File: src/rtl/mult_hilo_unit_pkg.sv
// Shared decode constants and FSM encoding for the HI/LO multiply unit.
// These extend the opcode/function constant set used by ALU control.
package mult_hilo_unit_pkg;

  localparam logic [5:0] OPCODE_RTYPE = 6'b000000;
  localparam logic [5:0] FUNC_MULT    = 6'b011000;
  localparam logic [5:0] FUNC_MFHI    = 6'b010000;
  localparam logic [5:0] FUNC_MFLO    = 6'b010010;

  typedef enum logic [1:0] {
    ST_IDLE   = 2'd0,
    ST_RUN    = 2'd1,
    ST_FINISH = 2'd2
  } mult_state_e;

endpackage

File: src/rtl/mult_hilo_unit_shift_add_core.sv
// Shift-add datapath: operand magnitudes, accumulator, iteration count and sign fix-up.
// Sequencing is driven by the parent FSM through i_load and i_step.
module mult_shift_add_core #(
  parameter int WIDTH = 32,
  parameter int CNT_W = 6
) (
  input  logic               clk,
  input  logic               rst,
  input  logic               i_load,
  input  logic               i_step,
  input  logic [WIDTH-1:0]   i_a,
  input  logic [WIDTH-1:0]   i_b,
  output logic               o_last,
  output logic [2*WIDTH-1:0] o_product
);

  logic [WIDTH-1:0]   r_mag_a;
  logic [WIDTH-1:0]   r_mag_b;
  logic [2*WIDTH-1:0] r_acc;
  logic [CNT_W-1:0]   r_cnt;
  logic               r_neg;

  logic [WIDTH-1:0]   w_abs_a;
  logic [WIDTH-1:0]   w_abs_b;
  logic [2*WIDTH-1:0] w_addend;

  // The most-negative operand negates to itself, which read unsigned is 2^(WIDTH-1).
  assign w_abs_a  = i_a[WIDTH-1] ? -i_a : i_a;
  assign w_abs_b  = i_b[WIDTH-1] ? -i_b : i_b;
  assign w_addend = {{WIDTH{1'b0}}, r_mag_a} << r_cnt;

  always_ff @(posedge clk or posedge rst) begin
    if (rst) begin
      r_mag_a <= '0;
      r_mag_b <= '0;
      r_acc   <= '0;
      r_cnt   <= '0;
      r_neg   <= 1'b0;
    end else if (i_load) begin
      r_mag_a <= w_abs_a;
      r_mag_b <= w_abs_b;
      r_neg   <= i_a[WIDTH-1] ^ i_b[WIDTH-1];
      r_acc   <= '0;
      r_cnt   <= '0;
    end else if (i_step) begin
      if (r_mag_b[0]) begin
        r_acc <= r_acc + w_addend;
      end
      r_mag_b <= r_mag_b >> 1;
      r_cnt   <= r_cnt + CNT_W'(1);
    end
  end

  assign o_last    = (r_cnt == CNT_W'(WIDTH-1));
  // Negating a zero accumulator yields zero, so no special case is needed.
  assign o_product = r_neg ? -r_acc : r_acc;

endmodule

File: src/rtl/mult_hilo_unit.sv
// Multiply unit owning HI/LO: decodes MULT/MFHI/MFLO, sequences the shift-add core,
// and stalls the pipeline while a product is in flight.
//   state  | meaning
//   IDLE   | waiting for MULT; HI/LO hold last committed product
//   RUN    | one shift-add iteration per cycle
//   FINISH | sign fix-up committed to HI/LO
module mult_hilo_unit
  import mult_hilo_unit_pkg::*;
#(
  parameter int WIDTH = 32,
  parameter int CNT_W = 6
) (
  input  logic             clk,
  input  logic             rst,
  input  logic             inst_valid,
  input  logic [5:0]       opcode,
  input  logic [5:0]       inst_func,
  input  logic [WIDTH-1:0] rs_data,
  input  logic [WIDTH-1:0] rt_data,
  output logic [WIDTH-1:0] hilo_rdata,
  output logic             hilo_rsel,
  output logic             stall,
  output logic             busy,
  output logic [WIDTH-1:0] hi,
  output logic [WIDTH-1:0] lo
);

  mult_state_e r_state;
  mult_state_e w_next_state;

  logic               w_rtype;
  logic               w_is_mult;
  logic               w_is_mfhi;
  logic               w_is_mflo;
  logic               w_load;
  logic               w_step;
  logic               w_commit;
  logic               w_last;
  logic [2*WIDTH-1:0] w_product;
  logic [WIDTH-1:0]   r_hi;
  logic [WIDTH-1:0]   r_lo;

  assign w_rtype   = inst_valid && (opcode == OPCODE_RTYPE);
  assign w_is_mult = w_rtype && (inst_func == FUNC_MULT);
  assign w_is_mfhi = w_rtype && (inst_func == FUNC_MFHI);
  assign w_is_mflo = w_rtype && (inst_func == FUNC_MFLO);

  always_ff @(posedge clk or posedge rst) begin
    if (rst) begin
      r_state <= ST_IDLE;
    end else begin
      r_state <= w_next_state;
    end
  end

  always_comb begin
    w_next_state = r_state;
    w_load       = 1'b0;
    w_step       = 1'b0;
    w_commit     = 1'b0;
    case (r_state)
      ST_IDLE: begin
        if (w_is_mult) begin
          w_load       = 1'b1;
          w_next_state = ST_RUN;
        end
      end
      ST_RUN: begin
        w_step = 1'b1;
        if (w_last) begin
          w_next_state = ST_FINISH;
        end
      end
      ST_FINISH: begin
        w_commit     = 1'b1;
        w_next_state = ST_IDLE;
      end
      default: w_next_state = ST_IDLE;
    endcase
  end

  mult_shift_add_core #(
    .WIDTH (WIDTH),
    .CNT_W (CNT_W)
  ) u_core (
    .clk       (clk),
    .rst       (rst),
    .i_load    (w_load),
    .i_step    (w_step),
    .i_a       (rs_data),
    .i_b       (rt_data),
    .o_last    (w_last),
    .o_product (w_product)
  );

  always_ff @(posedge clk or posedge rst) begin
    if (rst) begin
      r_hi <= '0;
      r_lo <= '0;
    end else if (w_commit) begin
      r_hi <= w_product[2*WIDTH-1:WIDTH];
      r_lo <= w_product[WIDTH-1:0];
    end
  end

  // No bypass: a reader in the commit cycle is still stalled by busy.
  assign busy       = (r_state != ST_IDLE);
  assign stall      = busy && (w_is_mult || w_is_mfhi || w_is_mflo);
  assign hilo_rsel  = w_is_mfhi || w_is_mflo;
  assign hilo_rdata = w_is_mfhi ? r_hi : (w_is_mflo ? r_lo : '0);
  assign hi         = r_hi;
  assign lo         = r_lo;

endmodule

File: config.mk
export PLATFORM = sky130hd
export DESIGN_NAME = mult_hilo_unit
export DESIGN_NICKNAME = d
export VERILOG_FILES = /design/src/rtl/mult_hilo_unit_pkg.sv /design/src/rtl/mult_hilo_unit_shift_add_core.sv /design/src/rtl/mult_hilo_unit.sv
export SDC_FILE = /design/constraint.sdc
export NUM_CORES = 1
export LEC_CHECK = 0
export ABC_AREA = 1
export CAP_MARGIN = 20
export CORE_MARGIN = 4
export CORE_UTILIZATION = 36
export CTS_CLUSTER_DIAMETER = 100
export DETAILED_ROUTE_END_ITERATION = 8
export PLACE_DENSITY = 0.56
export SETUP_SLACK_MARGIN = 0.3
export SKIP_LAST_GASP = 1
export SYNTH_ARGS = -nofsm -noshare
export SYNTH_HDL_FRONTEND = slang
export SYNTH_HIERARCHICAL = 1
export SYNTH_SLANG_ARGS = --single-unit
File: constraint.sdc
create_clock -name clk -period 4.5 [get_ports clk]
set_input_delay 0.675 -clock clk [delete_from_list [all_inputs] [get_ports clk]]
set_output_delay 0.675 -clock clk [all_outputs]
set_load 0.03 [all_outputs]
==> impl_metrics.csv <==
group,metric,value,unit
status,status,"finished, final reports clean",
route,first_iter_violations,1595,
final_layout,syn2layout_area_growth,18.19,%
power,p_leak,10.77,nW
power,p_switching,9.137,mW
timing,setup_viol,0,
timing,drv_slew,0,
yosys,synth_nets,3265,
critical_path,crit_path_start_kind,"flop",
route,drt-total-wl,75.49,mm
power,clkPwrFrac,0.141,
yosys,synth_top_family_by_area,"simple AND/OR/NAND/NOR gates",
global_route,antenna_found_initial,0,
global_route,grt_pass1_vias,19792,
route,drt_first_pass_iters,8,
clock_tree,cts_made_buffers,26,
run,cap_violations,0,
yosys,synth_compound_area_frac,0.1561,
route,wl_per_cell,19.00,µm
power,switching_share,0.5625,
yosys,synthMuxAreaShare,0.03267,
timing,tns,0,ps
yosys,synth.distinct_cells,55,
critical_path,slowest_delay,400,ps
timing,hold_viol_final,0,
clock_tree,ctsLongestPathBuffers,3,
critical_path,critPathBufInv,1,
timing,worstMarginPinSlew,914.5,ps
clock_tree,cts_max_level,1,
clock_tree,cts_setup_buffers,0,
power,seqPwrFrac,0.194,
yosys,syn-instance-count,3118,
placement,hpwlAfterDp,62.21,mm
timing,period_minus_slack,3965,ps
floorplanning,fp.dieW,239.3,µm
yosys,syn_avg_cell_area,6.179,µm²
critical_path,arrival,4390,ps
floorplanning,ios,178,
critical_path,path_cells,"buf_6 > nand2_1 > nand2_1 > nor2_1 > a31oi_1 > nand2_1 > nand2_1 > o21ai_0 > nand2_1 > nand2_1 > nor2_1 > ha_1 > a21oi_1 > o21ai_0 > o21bai_2 > nor2_1 > nand2_2 > o21ai_0 > o21ai_0",
floorplanning,design.core.area,52760,µm²
floorplanning,dieArea,57280,µm²
yosys,synth-edff-count,0,
timing,rsz0062_at_grt,"yes",
power,p_per_area,713.4,nW/µm²
yosys,ys_async_sr_fraction,1.000,
global_route,grt_usage,0.2558,
floorplanning,start_util,0.3652,
critical_path,path_max_fanout,38,
yosys,synthFlopType,"dfrtp_1",
route,vias_per_cell,5.269,
clock_tree,cts-root-buf,"clkbuf_16",
critical_path,crit_type,"reg2reg",
yosys,synthSimpleGateAreaFrac,0.3589,
placement,place.gp.congestion,1.049,
yosys,ys_ff_latch,201,
critical_path,setup.worst_path.end_class,"flop",
power,ir_drop,0.0002919,V
timing,fmax,0.2522,GHz
floorplanning,dieHeight,239.3,µm
critical_path,cpLargestDelayFamily,"compound AO/OA/AOI/OAI gates",
power,intPower,7.107,mW
clock_tree,path_clk_slew,60,ps
yosys,synth-xor-area-share,0.04546,
final_layout,nets,3412,
clock_tree,clk_latency,570,ps
route,ant_nets,0,
clock_tree,cts_sinks,201,
critical_path,crit_top_cell,"nand2_1",
critical_path,cp_data_required_time,4930,ps
route,drc,0,
timing,skew,17.87,ps
final_layout,drive_gt1_frac,0.06728,
global_route,grt_pass1_wl,115.3,mm
timing,relSlewSlack,0.3847,
global_route,grt_overflow,0,
power,combPwrFrac,0.665,
route,via_count,20940,
final_layout,final_core_util,0.4316,
min_path,min_path_type,"reg2reg",
yosys,ys_warn_count,6,
yosys,synth-adder-area-share,0.04455,
timing,period_share,0.8812,
placement,numPortBuffers,177,
clock_tree,cts_tree,"done",
global_route,grt_start_max_net_pins,136,
critical_path,crit_path_top_delay_cell,"dfrtp_1",
yosys,netlist_area,19270,µm²
yosys,yosysSeqAreaShare,0.2611,
floorplanning,fp-row-count,84,
clock_tree,hold_buffers,0,
==> area by class of cell <==
cell class / count / area, µm²
Fill cell: 5638 / 29990
Multi-Input combinational cell: 2427 / 12350
Sequential cell: 201 / 5030
Timing Repair Buffer: 224 / 2141
Inverter: 385 / 1453
Tap cell: 688 / 860.8
Clock buffer: 33 / 706.9
Clock inverter: 15 / 230.2
Antenna cell: 1 / 2.502
==> cells in the mapped netlist, drive strengths merged (5+ instances only) <==
cell    number  share of area
nand2      924           0.18
mux2        55          0.032
nand4       41          0.013
clkbuf      60          0.012
nand3b       5         0.0019
nor2       415          0.084
dfrtp      201           0.26
ha          67          0.044
o21bai      14         0.0055
nor4        13         0.0042
o21a         5         0.0019
buf         45          0.014
a21o         5         0.0019
clkinv       6         0.0012
o21ai      280          0.073
and2         5         0.0016
nor3        36          0.011
xnor2       11         0.0050
o221ai      15         0.0068
a21oi      139          0.036
nand3      216          0.056
or2         10         0.0032
xor2        89          0.040
o31ai        7         0.0042
inv        379          0.074
o22ai       31          0.013
a31oi       21         0.0068
==> state kept, by name (all words and copies together), names as in the netlist <==
| signal | cells |
|---|---|
| hi | 32 |
| lo | 32 |
| r_state | 2 |
| u_core/r_acc | 64 |
| u_core/r_cnt | 6 |
| u_core/r_mag_a | 32 |
| u_core/r_mag_b | 32 |
| u_core/r_neg | 1 |
==> logic make-up (layout without fill, tap and decap cells) <==
logic type,after synthesis,in the layout
buffers and inverters,490,657
other,0,1
AND/OR/NAND/NOR,1670,1670
adder cells (fa/ha/maj),68,68
XOR/XNOR,100,100
flip-flops,201,201
AO/OA/AOI/OAI,533,533
multiplexers,56,56
==> worst reg2reg max path, stage by stage, from the launching register on <==
cell and delay, ps:
dfrtp_1 400, buf_6 270, nand2_1 120, nand2_1 80
nor2_1 40, a31oi_1 220, nand2_1 80, nand2_1 170
o21ai_0 210, nand2_1 110, nand2_1 150, nor2_1 200
ha_1 320, a21oi_1 230, o21ai_0 200, o21bai_2 300
nor2_1 160, nand2_2 160, o21ai_0 290, o21ai_0 150
==> power by group through the flow <==
stage | logic [mW] | registers (mW) | clock network (mW)
detailed placement | 10.6 | 3.15 | 0
global placement | 10.5 | 3.13 | 0
floorplan | 6.68 | 3.14 | 0
finish | 10.8 | 3.15 | 2.29
CTS | 10.6 | 3.12 | 2.36
global route | 11.9 | 3.20 | 2.43
==> final timing paths <==
check / startpoint / slack, ps / cells past startpoint / to
max reg2reg: u_core/r_cnt[0] / 530 / 19 / u_core/r_acc[30]
min in group asynchronous: rst / 600 / 2 / lo[0]
max in group asynchronous: rst / 2990 / 3 / hi[25]
min reg2reg: u_core/r_mag_b[25] / 480 / 2 / u_core/r_mag_b[25]
min: u_core/r_mag_b[25] / 480 / 2 / u_core/r_mag_b[25]
max: u_core/r_cnt[0] / 530 / 19 / u_core/r_acc[30]
==> layout by cell type (no fill, tap or decap), types with 8 or more instances in the layout <==
| cell type | instances |
|---|---|
| nand4_1 | 41 |
| ha_1 | 66 |
| nor2_2 | 13 |
| o22ai_2 | 9 |
| buf_4 | 45 |
| o221ai_1 | 14 |
| o21ai_0 | 244 |
| mux2_2 | 55 |
| clkdlybuf4s50_1 | 177 |
| o21ai_1 | 33 |
| a21oi_1 | 138 |
| nand2_1 | 914 |
| or2_2 | 10 |
| o22ai_1 | 22 |
| xor2_1 | 89 |
| xnor2_1 | 11 |
| a31oi_1 | 20 |
| nor4_1 | 13 |
| o21bai_1 | 12 |
| nor3_1 | 33 |
| nand3_1 | 215 |
| dfrtp_1 | 201 |
| clkbuf_16 | 26 |
| nor2_1 | 395 |
| nand2_2 | 8 |
| inv_1 | 369 |
==> metal layers <==
layer	vias up	share of wire	GRT usage
met4	0	0.048	0.1018
met3	137	0.048	0.02199
met2	655	0.46	0.4285
met1	9735	0.45	0.3429
met5	-	0	0
li1	10413	-	-
==> repair_timing <==
item,CTS,global route
pin swaps,0,1
resized for setup,1,28
endpoints found under the setup margin,1,36
==> through the flow <==
step	instance area [µm²]	hold WS (ps)	setup WS, ps	total power, mW	instances
after global placement	21780	465.6	295.6	13.67	3925
after floorplan	19270	444.6	1436	9.821	3118
after detailed placement	21780	465.4	256.0	13.71	3925
after CTS	22710	482.7	327.0	16.08	3973
final	22770	480.8	534.6	16.24	3974
after global routing	22770	498.0	248.4	17.49	3973
No activity file was read; power rests on OpenSTA's default activity.
